--- config.mk ---
export PLATFORM = sky130hd
export DESIGN_NAME = neuron_mac_serial_flat
export DESIGN_NICKNAME = d
export VERILOG_FILES = /design/src/rtl/neuron_mac_serial_if.sv /design/src/rtl/neuron_mac_serial.sv /design/src/flat_wrapper.sv
export SDC_FILE = /design/constraint.sdc
export NUM_CORES = 1
export LEC_CHECK = 0
export ABC_AREA = 1
export CORE_MARGIN = 2
export CORE_UTILIZATION = 55
export DETAILED_ROUTE_END_ITERATION = 7
export GPL_ROUTABILITY_DRIVEN = 0
export PLACE_DENSITY = 0.73
export SLEW_MARGIN = 20
export SYNTH_ARGS = -nofsm -noshare
export SYNTH_HDL_FRONTEND = slang
export SYNTH_SLANG_ARGS = --single-unit
--- constraint.sdc ---
create_clock -name clk -period 12.1 [get_ports clk]
set_clock_uncertainty 0.15 [all_clocks]
set_input_delay 2.42 -clock clk [delete_from_list [all_inputs] [get_ports clk]]
set_output_delay 2.42 -clock clk [all_outputs]
set_load 0.005 [all_outputs]
--- src/rtl/neuron_mac_serial_if.sv ---
// Handshake and data bundle for neuron_mac_serial: start/bias/act_sel control,
// the valid/ready x/w pair stream, and the registered result/ready/busy outputs.
interface neuron_mac_serial_if #(
    parameter int unsigned DATA_W = 16
);
    logic                     start;
    logic signed [DATA_W-1:0] bias;
    logic                     act_sel;
    logic                     in_valid;
    logic                     in_ready;
    logic signed [DATA_W-1:0] x_in;
    logic signed [DATA_W-1:0] w_in;
    logic signed [DATA_W-1:0] out;
    logic                     ready;
    logic                     busy;

    modport master (
        output start, bias, act_sel, in_valid, x_in, w_in,
        input  in_ready, out, ready, busy
    );

    modport slave (
        input  start, bias, act_sel, in_valid, x_in, w_in,
        output in_ready, out, ready, busy
    );
endinterface

--- src/rtl/neuron_mac_serial.sv ---
// Serial signed fixed-point neuron: accumulate N_INPUTS x*w products, add bias, apply
// linear/ReLU activation and register the result. Define SATURATE_EN to clamp instead of wrap.
module neuron_mac_serial #(
    parameter int unsigned DATA_W   = 16,
    parameter int unsigned FRAC_W   = 8,
    parameter int unsigned N_INPUTS = 8
) (
    input  logic                clk,
    input  logic                rst,
    neuron_mac_serial_if.slave  bus
);
    localparam int unsigned ACC_W  = 2*DATA_W + $clog2(N_INPUTS) + 1;
    localparam int unsigned PROD_W = 2*DATA_W;
    localparam int unsigned CNT_W  = $clog2(N_INPUTS + 1);

    typedef enum logic [1:0] {
        S_IDLE  = 2'd0,
        S_ACCUM = 2'd1,
        S_ACT   = 2'd2,
        S_DONE  = 2'd3
    } state_e;

    state_e                   state_q, state_d;
    logic signed [ACC_W-1:0]  acc_q, acc_d;
    logic [CNT_W-1:0]         cnt_q, cnt_d;
    logic signed [DATA_W-1:0] bias_q, bias_d;
    logic                     act_q, act_d;
    logic signed [DATA_W-1:0] out_q, out_d;
    logic                     ready_q, busy_q, in_ready_q;

    logic signed [PROD_W-1:0] prod_c;
    logic signed [ACC_W-1:0]  sum_c, res_c, relu_c;
    logic signed [DATA_W-1:0] narrow_c;

    // Full-width signed product; size casts sign-extend the operands.
    assign prod_c = PROD_W'(bus.x_in) * PROD_W'(bus.w_in);
    assign sum_c  = acc_q + (ACC_W'(bias_q) <<< FRAC_W);
    assign res_c  = sum_c >>> FRAC_W;

`ifdef SATURATE_EN
    localparam logic signed [ACC_W-1:0] SAT_MAX = {{(ACC_W-DATA_W+1){1'b0}}, {(DATA_W-1){1'b1}}};
    localparam logic signed [ACC_W-1:0] SAT_MIN = {{(ACC_W-DATA_W+1){1'b1}}, {(DATA_W-1){1'b0}}};
`else
    logic unused_relu_hi;
    assign unused_relu_hi = ^relu_c[ACC_W-1:DATA_W];
`endif

    // Activation first, then narrowing to DATA_W.
    always_comb begin
        relu_c = res_c;
        if (act_q && res_c[ACC_W-1]) begin
            relu_c = '0;
        end
`ifdef SATURATE_EN
        if (relu_c > SAT_MAX) begin
            narrow_c = SAT_MAX[DATA_W-1:0];
        end else if (relu_c < SAT_MIN) begin
            narrow_c = SAT_MIN[DATA_W-1:0];
        end else begin
            narrow_c = relu_c[DATA_W-1:0];
        end
`else
        narrow_c = relu_c[DATA_W-1:0];
`endif
    end

    // Next-state and datapath update.
    always_comb begin
        state_d = state_q;
        acc_d   = acc_q;
        cnt_d   = cnt_q;
        bias_d  = bias_q;
        act_d   = act_q;
        out_d   = out_q;
        case (state_q)
            S_IDLE: begin
                if (bus.start) begin
                    bias_d  = bus.bias;
                    act_d   = bus.act_sel;
                    acc_d   = '0;
                    cnt_d   = '0;
                    state_d = S_ACCUM;
                end
            end
            S_ACCUM: begin
                if (bus.in_valid && in_ready_q) begin
                    acc_d = acc_q + ACC_W'(prod_c);
                    cnt_d = cnt_q + CNT_W'(1);
                    if (cnt_q == CNT_W'(N_INPUTS - 1)) begin
                        state_d = S_ACT;
                    end
                end
            end
            S_ACT: begin
                out_d   = narrow_c;
                state_d = S_DONE;
            end
            S_DONE: begin
                state_d = S_IDLE;
            end
            default: begin
                state_d = S_IDLE;
            end
        endcase
    end

    // Status outputs are registered from the next state so they track the FSM exactly.
    always_ff @(posedge clk) begin
        if (rst) begin
            state_q    <= S_IDLE;
            acc_q      <= '0;
            cnt_q      <= '0;
            bias_q     <= '0;
            act_q      <= 1'b0;
            out_q      <= '0;
            ready_q    <= 1'b0;
            busy_q     <= 1'b0;
            in_ready_q <= 1'b0;
        end else begin
            state_q    <= state_d;
            acc_q      <= acc_d;
            cnt_q      <= cnt_d;
            bias_q     <= bias_d;
            act_q      <= act_d;
            out_q      <= out_d;
            ready_q    <= (state_d == S_DONE);
            busy_q     <= (state_d != S_IDLE);
            in_ready_q <= (state_d == S_ACCUM);
        end
    end

    assign bus.out      = out_q;
    assign bus.ready    = ready_q;
    assign bus.busy     = busy_q;
    assign bus.in_ready = in_ready_q;
endmodule
--- src/flat_wrapper.sv ---
// flat-port wrapper written by rule: the top's interface ports become plain ports
module neuron_mac_serial_flat 
#(
    parameter int unsigned DATA_W   = 16,
    parameter int unsigned FRAC_W   = 8,
    parameter int unsigned N_INPUTS = 8
)
  (clk, rst, bus_start, bus_bias, bus_act_sel, bus_in_valid, bus_x_in, bus_w_in, bus_in_ready, bus_out, bus_ready, bus_busy);
  neuron_mac_serial_if #(.DATA_W(DATA_W)) bus_i ();
  input  logic clk;
  input  logic rst;
  input wire logic [$bits(bus_i.start)-1:0] bus_start;
  input wire logic [$bits(bus_i.bias)-1:0] bus_bias;
  input wire logic [$bits(bus_i.act_sel)-1:0] bus_act_sel;
  input wire logic [$bits(bus_i.in_valid)-1:0] bus_in_valid;
  input wire logic [$bits(bus_i.x_in)-1:0] bus_x_in;
  input wire logic [$bits(bus_i.w_in)-1:0] bus_w_in;
  output wire logic [$bits(bus_i.in_ready)-1:0] bus_in_ready;
  output wire logic [$bits(bus_i.out)-1:0] bus_out;
  output wire logic [$bits(bus_i.ready)-1:0] bus_ready;
  output wire logic [$bits(bus_i.busy)-1:0] bus_busy;
  assign bus_i.start = bus_start;
  assign bus_i.bias = bus_bias;
  assign bus_i.act_sel = bus_act_sel;
  assign bus_i.in_valid = bus_in_valid;
  assign bus_i.x_in = bus_x_in;
  assign bus_i.w_in = bus_w_in;
  assign bus_in_ready = bus_i.in_ready;
  assign bus_out = bus_i.out;
  assign bus_ready = bus_i.ready;
  assign bus_busy = bus_i.busy;
  neuron_mac_serial #(.DATA_W(DATA_W), .FRAC_W(FRAC_W), .N_INPUTS(N_INPUTS)) u_core (.clk(clk), .rst(rst), .bus(bus_i));
endmodule
* Word-level counts from Yosys, hierarchy flattened *
Index checks and enable logic that the tools add are counted.

word-level totals
  bits in registers = 78
  bits in latches = 0
  word-level logic and storage cells = 39
  memories kept = 0
  output and inout bits = 19
  bits in read-only memories = 0
  memory bits (writable) = 0
  input port bits = 53

operators by class
  eq/ne operators = 8
  magnitude comparators = 0
  bitwise gates (word level) = 0
  shifts and indexed selects = 0
  div/mod/pow operators = 0
  $add $sub $neg = 3
  mux-type cells = 11
  multipliers = 1
  reductions and logical operators = 7

operator list
  cell                   count
  $mux W36               2
  $pmux W36 S2           1
  $add A36 B24 Y36       1
  $add A36 B32 Y36       1
  $mul A16 B16 Y32       1
  $mux W16               1
  $mux W4                2
  $pmux W2 S4            1
  $pmux W4 S2            1
  $eq A2 B2 Y1 const B   3
  $mux W2                3
  $add A4 B1 Y4 const B  1
  $eq A2 B1 Y1 const B   2
  $eq A4 B3 Y1 const B   1
  $reduce_bool A2 Y1     2
  $reduce_and A3 Y1      1
  $logic_and A1 B1 Y1    2
  $logic_not A2 Y1       1
  $ne A2 B1 Y1 const B   1
  $ne A2 B2 Y1 const B   1
  $reduce_and A2 Y1      1

* Longest topological paths before layout *
Gate-level depths: netlist of run 1.

  word-level depth = 5
  depth in mapped cells = 28
  mapped depth without buffers = 26

* Worst setup path before layout of run 1 *
Ideal clock, no wire load.

  kind = input port to flip-flop
  start point = input port bus_w_in[3]
  end point = register u_core.acc_q[35]
  library setup time = 141 ps
  setup slack = 4239 ps
  data required time = 11809 ps
  stages on the path = 22
  arrival time = 7570 ps
  buffers on the path = 2
  path through = clkbuf_1 -> clkbuf_1 -> nand2_1 -> fa_1 -> fa_1 -> fa_1 -> inv_1 -> fa_1 -> inv_1 -> fa_1 -> fa_1 -> inv_1 -> ha_1 -> inv_1 -> nor3_1 -> nand2_1 -> nor2_1 -> nand2_1 -> nand2_1 -> nand2_1 -> nand3_1 -> a21oi_1

between the ends
  cells in the longest elaborated chain, start to end = 4

RTL lines
  element               line                      text
  start, declared       flat_wrapper.sv:17        input wire logic [$bits(bus_i.w_in)-1:0] bus_w_in;
  $mul A16 B16 Y32      neuron_mac_serial.sv:36   assign prod_c = PROD_W'(bus.x_in) * PROD_W'(bus.w_in);
  $add A36 B32 Y36      neuron_mac_serial.sv:87   acc_d = acc_q + ACC_W'(prod_c);
  $mux W36              neuron_mac_serial.sv:86   if (bus.in_valid && in_ready_q) begin
  $pmux W36 S2          neuron_mac_serial.sv:75   case (state_q)
  end signal, assigned  neuron_mac_serial.sv:111  acc_q <= '0;
  end signal, assigned  neuron_mac_serial.sv:121  acc_q <= acc_d;
  end, declared         neuron_mac_serial.sv:24   logic signed [ACC_W-1:0] acc_q, acc_d;

No other way between the ends. The select of a mux whose other input is x is not followed.
A chain may end at the register's enable or synchronous reset.

* Final worst setup path of run 1 *
  start point = input port bus_w_in[7]
  end point = register u_core.acc_q[22]

The elaborated chain is that of the path after synthesis.

==> flow_metrics.tcl, run 1 <==
set metrics [dict create \
    syn_to_final_growth_pct 7.19 \
    worst_pin_slew_ps 844 \
    nNetsFinal 2670 \
    drt_first_pass_iters 5 \
    antenna_cells 0 \
    drc_errors 0 \
    synth_nets 2670 \
    critPathArrivalTime_ps 8760 \
    cp-startpoint "bus_w_in[7]" \
    hold_violations 0 \
    yosysWarnings 0 \
    cts_setup_buffers 0 \
    ctsLongestPathBuffers 2 \
    synth_seq_cells 78 \
    r2r_start "u_core.acc_q[15]" \
    drt-vias-per-instance 5.10 \
    htreeDepth 3 \
    fp.dieW_um 177 \
    final-setup-viol-count 0 \
    synth_edf_count 0 \
    post_cts_resized 0 \
    syn_inst 2167 \
    cts_tree "done" \
    ant_nets 0 \
    num_vias 13100 \
    die_h_um 177 \
    synth.distinct_cells 39 \
    clock_sinks 78 \
    min_period_ps 8640 \
    nFillCells 2658 \
    synth_ff_type "dfxtp_1" \
    routed_wl_mm 37.8 \
    core_area_um2 29600 \
    crit_chain "clkdlybuf4s50_1 -> nand2_1 -> fa_1 -> inv_1 -> fa_1 -> inv_1 -> fa_1 -> inv_1 -> fa_1 -> fa_1 -> inv_1 -> fa_1 -> inv_1 -> ha_1 -> nand2_1 -> nor2_1 -> inv_1 -> nor3_1 -> nand2_1 -> nand2_1 -> nand2_1 -> nand3_1 -> nand3_1 -> a21oi_1" \
    grt_overflow 0 \
    dp_hpwl_mm 32.6 \
    max_freq_mhz 116 \
    worst_setup_path_end_kind "flop" \
    status "complete, no violations" \
    fin_crit_sh_pct 71.4 \
    ioPinCount 72 \
    grt_max_degree 57 \
    antenna_found_initial 0 \
    grt_setup_unrepaired "no" \
    fin_tns_setup_ps 0 \
    start_util_pct 55.7 \
    drt-initial-drc-count 828 \
    post_drt_wl_per_cell_um 14.7 \
    insertion_delay_ps 350 \
    synth.top_cell.area_share_pct 38.3 \
    hold_start "u_core.cnt_q[3]" \
    finalMaxSlewViolations 0 \
    numCtsBuffers 9 \
    clk_pin_slew_ps 70 \
    grt.total_usage_pct 26.0 \
    critPathMaxStageDelay_ps 980 \
    layout-drive-gt1-share_pct 3.13 \
    hold_class "flop to flop" \
    required_ps 12210 \
    critPathSlowestCell "clkdlybuf4s50_1" \
    netlist_area_um2 16500 \
    grt_pass1_wl_mm 65.1 \
    cts_hold_buf 0 \
    port_buffers 71 \
    syn_avg_cell_area_um2 7.60 \
    max_cap_violations 0 \
    seq_area_frac_synth_pct 9.48 \
    start_kind "input port" \
    die_area_um2 31300 \
    maxSlewHeadroom_pct 43.7 \
    r2r_slack_ps 6950 \
    grt_pass1_vias 13500 \
    async_reset_ff_share_pct 0 \
    synthTopCellsByArea "fa_1, inv_1, nand2_1" \
    cts_root_buffer "clkbuf_16" \
    yosysTopAreaCell "fa_1" \
    cp_max_fo 16 \
    rows 63 \
    path_class "input port to flop" \
]
## cells in the final DEF, fill, tap and decap left out, types with 2 or more instances in the layout
cell type and count:
a21o_1 5, a21oi_1 102, a21oi_2 12, buf_4 2, bufinv_16 2, clkbuf_16 9, clkdlybuf4s50_1 70, clkinvlp_4 2
dfxtp_1 78, fa_1 315, ha_1 135, inv_1 592, inv_2 3, nand2_1 496, nand2_2 7, nand3_1 80
nand3_2 11, nand3b_1 5, nand4_1 9, nor2_1 122, nor2_2 3, nor2_4 3, nor3_1 4, nor4_1 6
o21a_1 2, o21ai_0 56, o21bai_1 6, or2_2 8, xnor2_1 8, xor2_1 8
## cells by family after synthesis
logic type	share of synthesized area, %
fa+ha+maj	48.6
flops	9.48
compound gates	6.19
xor+xnor	0.851
simple gates	19.2
buf+inv	15.7
## cell usage after synthesis, types with 2 or more instances
cell / count
o21bai_1: 6
nand4_1: 9
nor2_2: 2
nand3b_1: 5
nand2_1: 496
xor2_1: 8
nor2_1: 123
nand3_2: 11
a21oi_1: 102
o21a_1: 2
nand2_2: 7
or2_2: 8
clkbuf_1: 73
nand3_1: 80
nor2_4: 3
clkbuf_2: 2
o21ai_0: 56
buf_2: 5
nor3_1: 4
a21o_1: 5
inv_2: 3
ha_1: 135
a21oi_2: 12
xnor2_1: 8
nor4_1: 6
fa_1: 315
inv_1: 592
dfxtp_1: 78
## sequential cells by signal, indices dropped and copies added, names as in the netlist
| name | cells |
|---|---|
| u_core.bias_q | 16 |
| u_core.bus.out | 16 |
| u_core.acc_q | 36 |
| u_core.bus.ready | 1 |
| u_core.state_q | 2 |
| u_core.bus.in_ready | 1 |
| u_core.cnt_q | 4 |
| u_core.bus.busy | 1 |
| u_core.act_q | 1 |
## critical path: cells and delay by family
kind                     cells  cell delay (ps)
adder cells (fa/ha/maj)      7             3480
AND/OR/NAND/NOR              9             1360
buffers and inverters        7             1310
AO/OA/AOI/OAI                1              170
## through the flow
step	hold WS (ps)	instance area [um2]	std cells	worst slack, ps	utilization (%)
final	325	17700	2562	3460	59.7
after global routing	345	17700	2562	3180	59.7
after CTS	329	17700	2562	3530	59.7
after detailed placement	319	17300	2546	3190	58.6
after global placement	309	17300	2546	3300	58.6
after floorplan	295	16500	2167	4240	-
## worst paths after layout
path              cells past startpoint                to
setup / recovery                     24  u_core.acc_q[22]
hold / removal                        2   u_core.cnt_q[3]
setup reg to reg                     20  u_core.acc_q[22]
hold reg to reg                       2   u_core.cnt_q[3]
## metal layers
metal,global-route usage [%],vias to the layer above,wire length (um)
met5,0,-,0
met4,6.20,0,768
met3,3.63,59,2200
met2,42.8,367,17600
met1,36.3,6305,17200
li1,-,6329,-
## final cells by class
type                       count  area, um2  share of cell area, %
multi-input combinational   1410      12300                   69.8
clock inverter                 6       95.1                  0.539
inverter                     595       2230                   12.7
tap                          390        488                   2.76
timing repair buffer          73        721                   4.08
clock buffer                  10        229                   1.30
sequential                    78       1560                   8.85
Power of run 1 is not shown: default switching activity piles up to over one toggle a cycle in this logic, so the estimate is an artifact.
==> run 2: changes to the inputs <==
- clock period: 12.1 -> 8.59 ns (I/O delays scaled with it)
==> run 2 against run 1 <==
Cell count is 0.62% higher. Via count is 1.4% higher. Count of clock-buffer cells in the layout unchanged. Wire length increased by 2.9%. Sequential cell count unchanged. Utilization rose by 0.31 points. Non-clock buffer count increased by 17. Global-route usage is 0.65 points higher. Setup slack got worse by 2900 ps. Critical endpoint unchanged. Highest routed layer unchanged.
==> flow_metrics.tcl, run 2 (same netlist as run 1, synthesis figures left out) <==
set metrics [dict create \
    post_drt_wl_per_cell_um 15.1 \
    cts_root_buffer "clkbuf_16" \
    r2r_slack_ps 3310 \
    core_area_um2 29600 \
    final_common_cell "inv_1" \
    layout-drive-gt1-share_pct 3.84 \
    critPathSlowestCell "clkdlybuf4s50_1" \
    grt_max_degree 57 \
    grt_setup_unrepaired "no" \
    crit_top_cell "nand2_1" \
    cp_max_fo 16 \
    nNetsFinal 2687 \
    cts_tree "done" \
    required_ps 8620 \
    insertion_delay_ps 340 \
    drc_errors 0 \
    routed_wl_mm 38.9 \
    antenna_found_initial 0 \
    largest_reg_flops 36 \
    post_cts_resized 0 \
    cp_top_family "adder cells" \
    path_class "input port to flop" \
    min_period_ps 8030 \
    drt_first_pass_iters 6 \
    critPathMaxStageDelay_ps 980 \
    ioPinCount 72 \
    cp.buffers_inverters 5 \
    mostFrequentLayoutCells "inv_1, nand2_1, fa_1, ha_1, nor2_1" \
    port_buffers 71 \
    clk_pin_slew_ps 60 \
    grt_overflow 0 \
    critPathArrivalTime_ps 8060 \
    grt_pass1_wl_mm 67.0 \
    top_register "u_core.acc_q" \
    rows 63 \
    htreeDepth 3 \
    dp_hpwl_mm 33.6 \
    ant_nets 0 \
    path_depth 23 \
    die_h_um 177 \
    grt.total_usage_pct 26.6 \
    cts_setup_buffers 0 \
    hold_violations 0 \
    die_area_um2 31300 \
    worst_setup_path_end_kind "flop" \
    worst_pin_slew_ps 791 \
    fp.dieW_um 177 \
    max_freq_mhz 124 \
    num_vias 13200 \
    cp-startpoint "bus_x_in[14]" \
    maxSlewHeadroom_pct 47.1 \
    drt-vias-per-instance 5.14 \
    reg2reg_depth 21 \
    cts_hold_buf 0 \
    ctsLongestPathBuffers 2 \
    finalMaxSlewViolations 0 \
    final-setup-viol-count 0 \
    clock_sinks 78 \
    crit_chain "clkdlybuf4s50_1 -> nand2_1 -> fa_1 -> fa_1 -> fa_1 -> inv_1 -> fa_1 -> fa_1 -> inv_1 -> fa_1 -> inv_1 -> ha_1 -> nand2_1 -> nor2_1 -> inv_1 -> nor3_1 -> nand2_1 -> nand2_1 -> nand2_1 -> nand2_1 -> nand2_1 -> nand3_1 -> a21oi_1" \
    max_cap_violations 0 \
    min_path_cells 2 \
    syn_to_final_growth_pct 7.74 \
    fin_tns_setup_ps 0 \
    numCtsBuffers 9 \
    cp-endpoint "u_core.acc_q[22]" \
    hold_class "flop to flop" \
    status "complete, no violations" \
    fin_crit_sh_pct 93.5 \
    antenna_cells 0 \
    start_kind "input port" \
    reg2reg_to "u_core.acc_q[22]" \
    drt-initial-drc-count 751 \
    grt_pass1_vias 13800 \
    postLayoutCoreUtil_pct 60.0 \
    start_util_pct 55.7 \
    r2r_start "u_core.acc_q[15]" \
]
## run 2: changes by cell type in the layout (fill, tap and decap cells not counted), sizes merged
cell / delta
buf: +17
bufinv: -1
## run 2: per-stage QoR
step / cell area [um2] / cells / setup slack (ps) / hold slack, ps
finish: 17700 / 2578 / 558 / 326
global route: 17700 / 2578 / 367 / 350
CTS: 17700 / 2578 / 727 / 328
detailed placement: 17500 / 2563 / 442 / 316
global placement: 17500 / 2563 / 531 / 308
floorplan: 16500 / 2167 / 1430 / 295
## run 2: layout make-up
| cell class | count | area, um2 |
|---|---|---|
| Multi-Input combinational cell | 1410 | 12300 |
| Fill cell | 2656 | 11800 |
| Sequential cell | 78 | 1560 |
| Inverter | 595 | 2230 |
| Timing Repair Buffer | 90 | 848 |
| Clock buffer | 10 | 229 |
| Tap cell | 390 | 488 |
| Clock inverter | 5 | 58.8 |
## run 2: tightest hold or removal path: stages, from the launching register on
cell and delay [ps]:
dfxtp_1 320, inv_1 50, a211oi_1 50
## run 2: how the worst min path moves through the flow
| stage | startpoint | endpoint | slack (ps) |
|---|---|---|---|
| after detailed placement | u_core.bus.out[10] | u_core.bus.out[10] | 320 |
| after global routing | u_core.cnt_q[3] | u_core.cnt_q[3] | 350 |
| final | u_core.cnt_q[1] | u_core.cnt_q[1] | 330 |
| after CTS | u_core.acc_q[0] | u_core.acc_q[0] | 330 |
| after floorplan | u_core.cnt_q[3] | u_core.cnt_q[3] | 290 |
| after global placement | u_core.acc_q[0] | u_core.acc_q[0] | 310 |
## run 2: layer usage
layer | GRT usage (%) | share of wire (%) | vias to the layer above | wire (um)
met5 | 0 | 0 | - | 0
met3 | 2.51 | 5.6 | 71 | 2160
met4 | 7.16 | 2.4 | 0 | 934
met1 | 37.0 | 45 | 6415 | 17300
met2 | 44.7 | 48 | 414 | 18500
li1 | - | - | 6345 | -
Power of run 2 is left out for the same reason.
==> run 3: changes to the inputs <==
- ABC_AREA: 1 -> 0
- PLACE_DENSITY: 0.73 -> 0.74
==> run 3 against run 2 <==
Via count decreased by 15%. First-iteration DRC count shrank 18%. Synthesized cell count down 23%. Global-route usage fell by 2.2 points. Sequential share of layout area rose by 0.47 points. Wire length shrank 16%. Utilization rose by 2.1 points. Setup slack got worse by 150 ps. Non-clock buffer count rose by 28. Worst hold slack lost 17 ps. Largest cell class unchanged.
==> flow_metrics.tcl, run 3 <==
set metrics [dict create \
    die_h_um 170 \
    antenna_found_initial 0 \
    max_freq_mhz 122 \
    top_register "u_core.acc_q" \
    grt_pass1_vias 11900 \
    synth_nets 2174 \
    required_ps 8640 \
    dp_hpwl_mm 28.5 \
    final_common_cell "inv_1" \
    yosysMostFrequentCell "inv_1" \
    r2r_start "u_core.acc_q[15]" \
    clk_pin_slew_ps 60 \
    finalMaxSlewViolations 0 \
    routed_wl_mm 32.5 \
    crit_top_cell "fa_1" \
    critPathMaxStageDelay_ps 710 \
    fin_crit_sh_pct 95.3 \
    cp_max_fo 16 \
    num_vias 11200 \
    antenna_cells 0 \
    ctsLongestPathBuffers 2 \
    drt-initial-drc-count 616 \
    insertion_delay_ps 340 \
    drt-vias-per-instance 5.28 \
    htreeDepth 3 \
    critPathSlowestCell "fa_1" \
    post_drt_wl_per_cell_um 15.3 \
    core_area_um2 27100 \
    path_class "input port to flop" \
    critPathArrivalTime_ps 8230 \
    cp.buffers_inverters 7 \
    ioPinCount 72 \
    grt_overflow 0 \
    path_depth 24 \
    die_area_um2 29100 \
    mostFrequentLayoutCells "inv_1, fa_1, nand2_1, ha_1, and2_1" \
    r2r_slack_ps 2940 \
    drc_errors 0 \
    cts_root_buffer "clkbuf_16" \
    clock_sinks 78 \
    grt.total_usage_pct 24.4 \
    synth_ff_type "dfxtp_1" \
    reg2reg_to "u_core.acc_q[34]" \
    grt_max_degree 50 \
    synth.distinct_cells 59 \
    final-setup-viol-count 0 \
    grt_pass1_wl_mm 56.2 \
    port_buffers 71 \
    async_reset_ff_share_pct 0 \
    maxSlewHeadroom_pct 37.7 \
    cts_tree "done" \
    rows 60 \
    worst_setup_path_end_kind "flop" \
    status "complete, no violations" \
    fin_tns_setup_ps 0 \
    netlist_area_um2 15200 \
    synthTopCellsByArea "fa_1, ha_1, dfxtp_1" \
    yosysWarnings 0 \
    synth.top_cell.area_share_pct 41.4 \
    synth_edf_count 0 \
    cp-startpoint "bus_w_in[1]" \
    cts_hold_buf 0 \
    min_period_ps 8180 \
    seq_area_frac_synth_pct 10.2 \
    numCtsBuffers 9 \
    syn_inst 1671 \
    layout-drive-gt1-share_pct 4.63 \
    hold_violations 0 \
    start_util_pct 56.3 \
    yosys-top-cells-count "inv_1, fa_1, nand2_1" \
    drt_first_pass_iters 5 \
    synth_seq_cells 78 \
    nNetsFinal 2249 \
    yosysTopAreaCell "fa_1" \
    worst_pin_slew_ps 934 \
    fp.dieW_um 170 \
    syn_to_final_growth_pct 10.5 \
    grt_setup_unrepaired "no" \
    ant_nets 0 \
    largest_reg_flops 36 \
    syn_avg_cell_area_um2 9.12 \
    crit_chain "clkdlybuf4s50_1 -> buf_4 -> nand2_1 -> fa_1 -> inv_1 -> fa_1 -> inv_1 -> fa_1 -> inv_1 -> fa_1 -> fa_1 -> inv_1 -> fa_1 -> inv_1 -> ha_1 -> a21oi_1 -> nand2_1 -> o311a_1 -> nor2_1 -> o211a_1 -> o31ai_4 -> a221oi_2 -> mux2i_1 -> o211ai_1" \
    hold_class "flop to flop" \
    cp_top_family "adder cells" \
    start_kind "input port" \
    nFillCells 2302 \
    reg2reg_depth 19 \
    cp-endpoint "u_core.acc_q[34]" \
    max_cap_violations 0 \
]
run 3: area by class of cell:
type	count	area, um2	share of cell area, %
clock buffer	11	243	1.44
clock inverter	5	33.8	0.201
inverter	384	1440	8.56
multi-input combinational	1155	12000	71.5
sequential	78	1560	9.27
tap	372	465	2.76
timing repair buffer	118	1060	6.31
run 3: logic make-up after synthesis:
logic type | count (synthesis) | synth area share, %
muxes | 4 | 0.263
adders and majority gates | 450 | 52.4
AOI/OAI and AO/OA | 200 | 8.92
xor gates and xnor gates | 51 | 2.93
DFF | 78 | 10.2
and+or+nand+nor | 450 | 14.4
buffers and inverters | 438 | 10.8
run 3: stage by stage:
| stage | instance area, um2 | util [%] | cells | hold WS, ps | setup slack [ps] |
|---|---|---|---|---|---|
| 2_1_floorplan | 15200 | - | 1671 | 286 | 955 |
| 3_3_place_gp | 16600 | 61.1 | 2107 | 294 | 167 |
| 3_5_place_dp | 16600 | 61.1 | 2107 | 305 | 3.20 |
| 4_1_cts | 16800 | 62.1 | 2123 | 313 | 340 |
| 5_1_grt | 16800 | 62.2 | 2123 | 331 | 78.1 |
| 6_report | 16800 | 62.2 | 2123 | 309 | 407 |
run 3: routing by layer:
| layer | share of wire [%] | track usage [%] |
|---|---|---|
| met4 | 1.6 | 4.72 |
| met1 | 42 | 31.4 |
| met2 | 53 | 44.4 |
| met5 | 0 | 0 |
| met3 | 3.4 | 2.91 |
run 3: worst min-delay path by stage:
stage                           startpoint               end  cells after the start
after floorplan            u_core.acc_q[0]   u_core.acc_q[0]                      2
after global placement     u_core.acc_q[0]   u_core.acc_q[0]                      2
after detailed placement  u_core.bias_q[3]  u_core.bias_q[3]                      2
after CTS                 u_core.bias_q[3]  u_core.bias_q[3]                      2
after global routing      u_core.bias_q[3]  u_core.bias_q[3]                      2
final                      u_core.acc_q[2]   u_core.acc_q[2]                      2
run 3: worst min-delay path, delay by kind of cell, from the launching register on:
| family | cells | cell delay (ps) |
|---|---|---|
| compound gates | 1 | 50 |
| flops | 1 | 310 |
| simple gates | 1 | 50 |
run 3: what timing repair did:
| action | CTS | global route |
|---|---|---|
| buffers inserted | 0 | 0 |
| setup endpoints to repair | 0 | 1 |
| gates resized for setup | 0 | 2 |
Power of run 3 is left out for the same reason.
==> RTL change: new RTL, flow settings as in run 3 <==
Build with the macro `SATURATE_EN` defined.
--- a/src/rtl/neuron_mac_serial.sv
+++ b/src/rtl/neuron_mac_serial.sv
@@ -1,5 +1,7 @@
 // Serial signed fixed-point neuron: accumulate N_INPUTS x*w products, add bias, apply
 // linear/ReLU activation and register the result. Define SATURATE_EN to clamp instead of wrap.
+`define SATURATE_EN
+
 module neuron_mac_serial #(
     parameter int unsigned DATA_W   = 16,
     parameter int unsigned FRAC_W   = 8,
Check against the original RTL: no difference found for any inputs over 10 cycles, from zero or initial values and one cycle with rst high; that may be too few to reach the edited logic, so the function may still have changed.
==> RTL change against run 3 <==
- final area increased by 6.4%
- first-iteration DRC count increased by 12%
- critical endpoint is now u_core.acc_q[35]
- largest cell class unchanged
- routed wire length increased by 11%
- setup slack got worse by 0.060 ns
- core utilization increased by 0.45 points
- global-route usage increased by 1.0 points
- area after synthesis increased by 4.5%
- cell count increased by 6.8%
- sequential cell count unchanged
Power is not shown: default switching activity piles up to over one toggle a cycle in this logic, so the estimate is an artifact.
==> RTL change: results (changes against run 3) <==
metric,value,unit,change
status,finished clean,,unchanged
sequential area share after synthesis,9.806,%,was 10.24%
via count,12060,,was 11.21k
met3 Resource Use GR,3.018,%,was 2.907%
M1 wire length,15920,um,was 13540 um
Seq area share,8.713,%,was 9.271%
fillers,2365,,was 2302
NonClk Buf Share,8.099,%,was 6.314%
Buffers excl. clock,152,,was 118
CP max-delay cell,clkdlybuf4s50_1,,was fa_1
Routed Wire Length,36120,um,was 32510 um
worst hold start,u_core.bias_q[7],,was u_core.acc_q[2]
crit-path max cell delay,0.61,ns,was 0.71 ns
dpl hpwl,31020,um,was 28520 um
largest cells by area after synthesis,"fa_1, ha_1, dfxtp_1",,unchanged
Worst Hold End,u_core.bias_q[7],,was u_core.acc_q[2]
Initial DRC Count,692,,was 616
Worst Path Max Fanout,5,,was 16
worst slew pin tran,0.8923,ns,was 0.9345 ns
Syn Nets,2283,,was 2174
multi-input combinational area share,70.51,%,was 71.45%
largest net degree at the start of global routing,68,,was 50
Synth Area in Adders,50.21,%,was 52.45%
worst hold slack,0.3105,ns,was 0.3093 ns
inverters,402,,was 384
post-synthesis mux area share,0.06286,%,was 0.2626%
M1 GR Usage,34.67,%,was 31.42%
Met2 Wirelength,17760,um,was 17340 um
nets,2382,,was 2249
Worst EP arrival,8.32,ns,was 8.23 ns
Commonest cells post-synth,"inv_1, fa_1, nand2_1",,unchanged
GRT Resource Usage Total,25.42,%,was 24.38%
number of global-route vias before repair,12700,,was 11.88k
"Clock buffers and inverters, area share",1.578,%,was 1.642%
initial antenna violation count,1,,was 0
compound-cell area share of the yosys netlist,10.30,%,was 8.922%
[RTL change: cell count changes in the layout (fill, tap and decap cells not counted), moves of 9 or more]
cell     before  now
nor2_1       55   93
buf_4        47   70
a22oi_1      10   29
inv_1       384  400
a22o_1       16    1
o21ai_0      25   10
or3_1         3   16
xnor2_1      31   42
nand2_1     195  185
o32ai_2       0   10
buf_12        0    9
[RTL change: per-stage QoR]
stage                     setup TNS [ns]  setup slack, ns  cells  cell area (um2)  utilization, %
after floorplan                        0           0.3939   1780            15920               -
after global placement           -0.1613         -0.06908   2252            17580           61.43
after detailed placement         -0.4148          -0.2023   2252            17580           61.43
after CTS                              0           0.1074   2267            17870           62.41
after global routing                   0          0.01244   2267            17920           62.61
final                                  0           0.3471   2267            17920           62.61
[RTL change: cell families (layout without fill, tap and decap cells)]
group	Yosys count	after routing
buffers and inverters	466	569
AND/OR/NAND/NOR	501	501
multiplexers	1	1
adder cells (fa/ha/maj)	450	450
flip-flops	78	78
AO/OA/AOI/OAI	223	223
XOR/XNOR	61	61
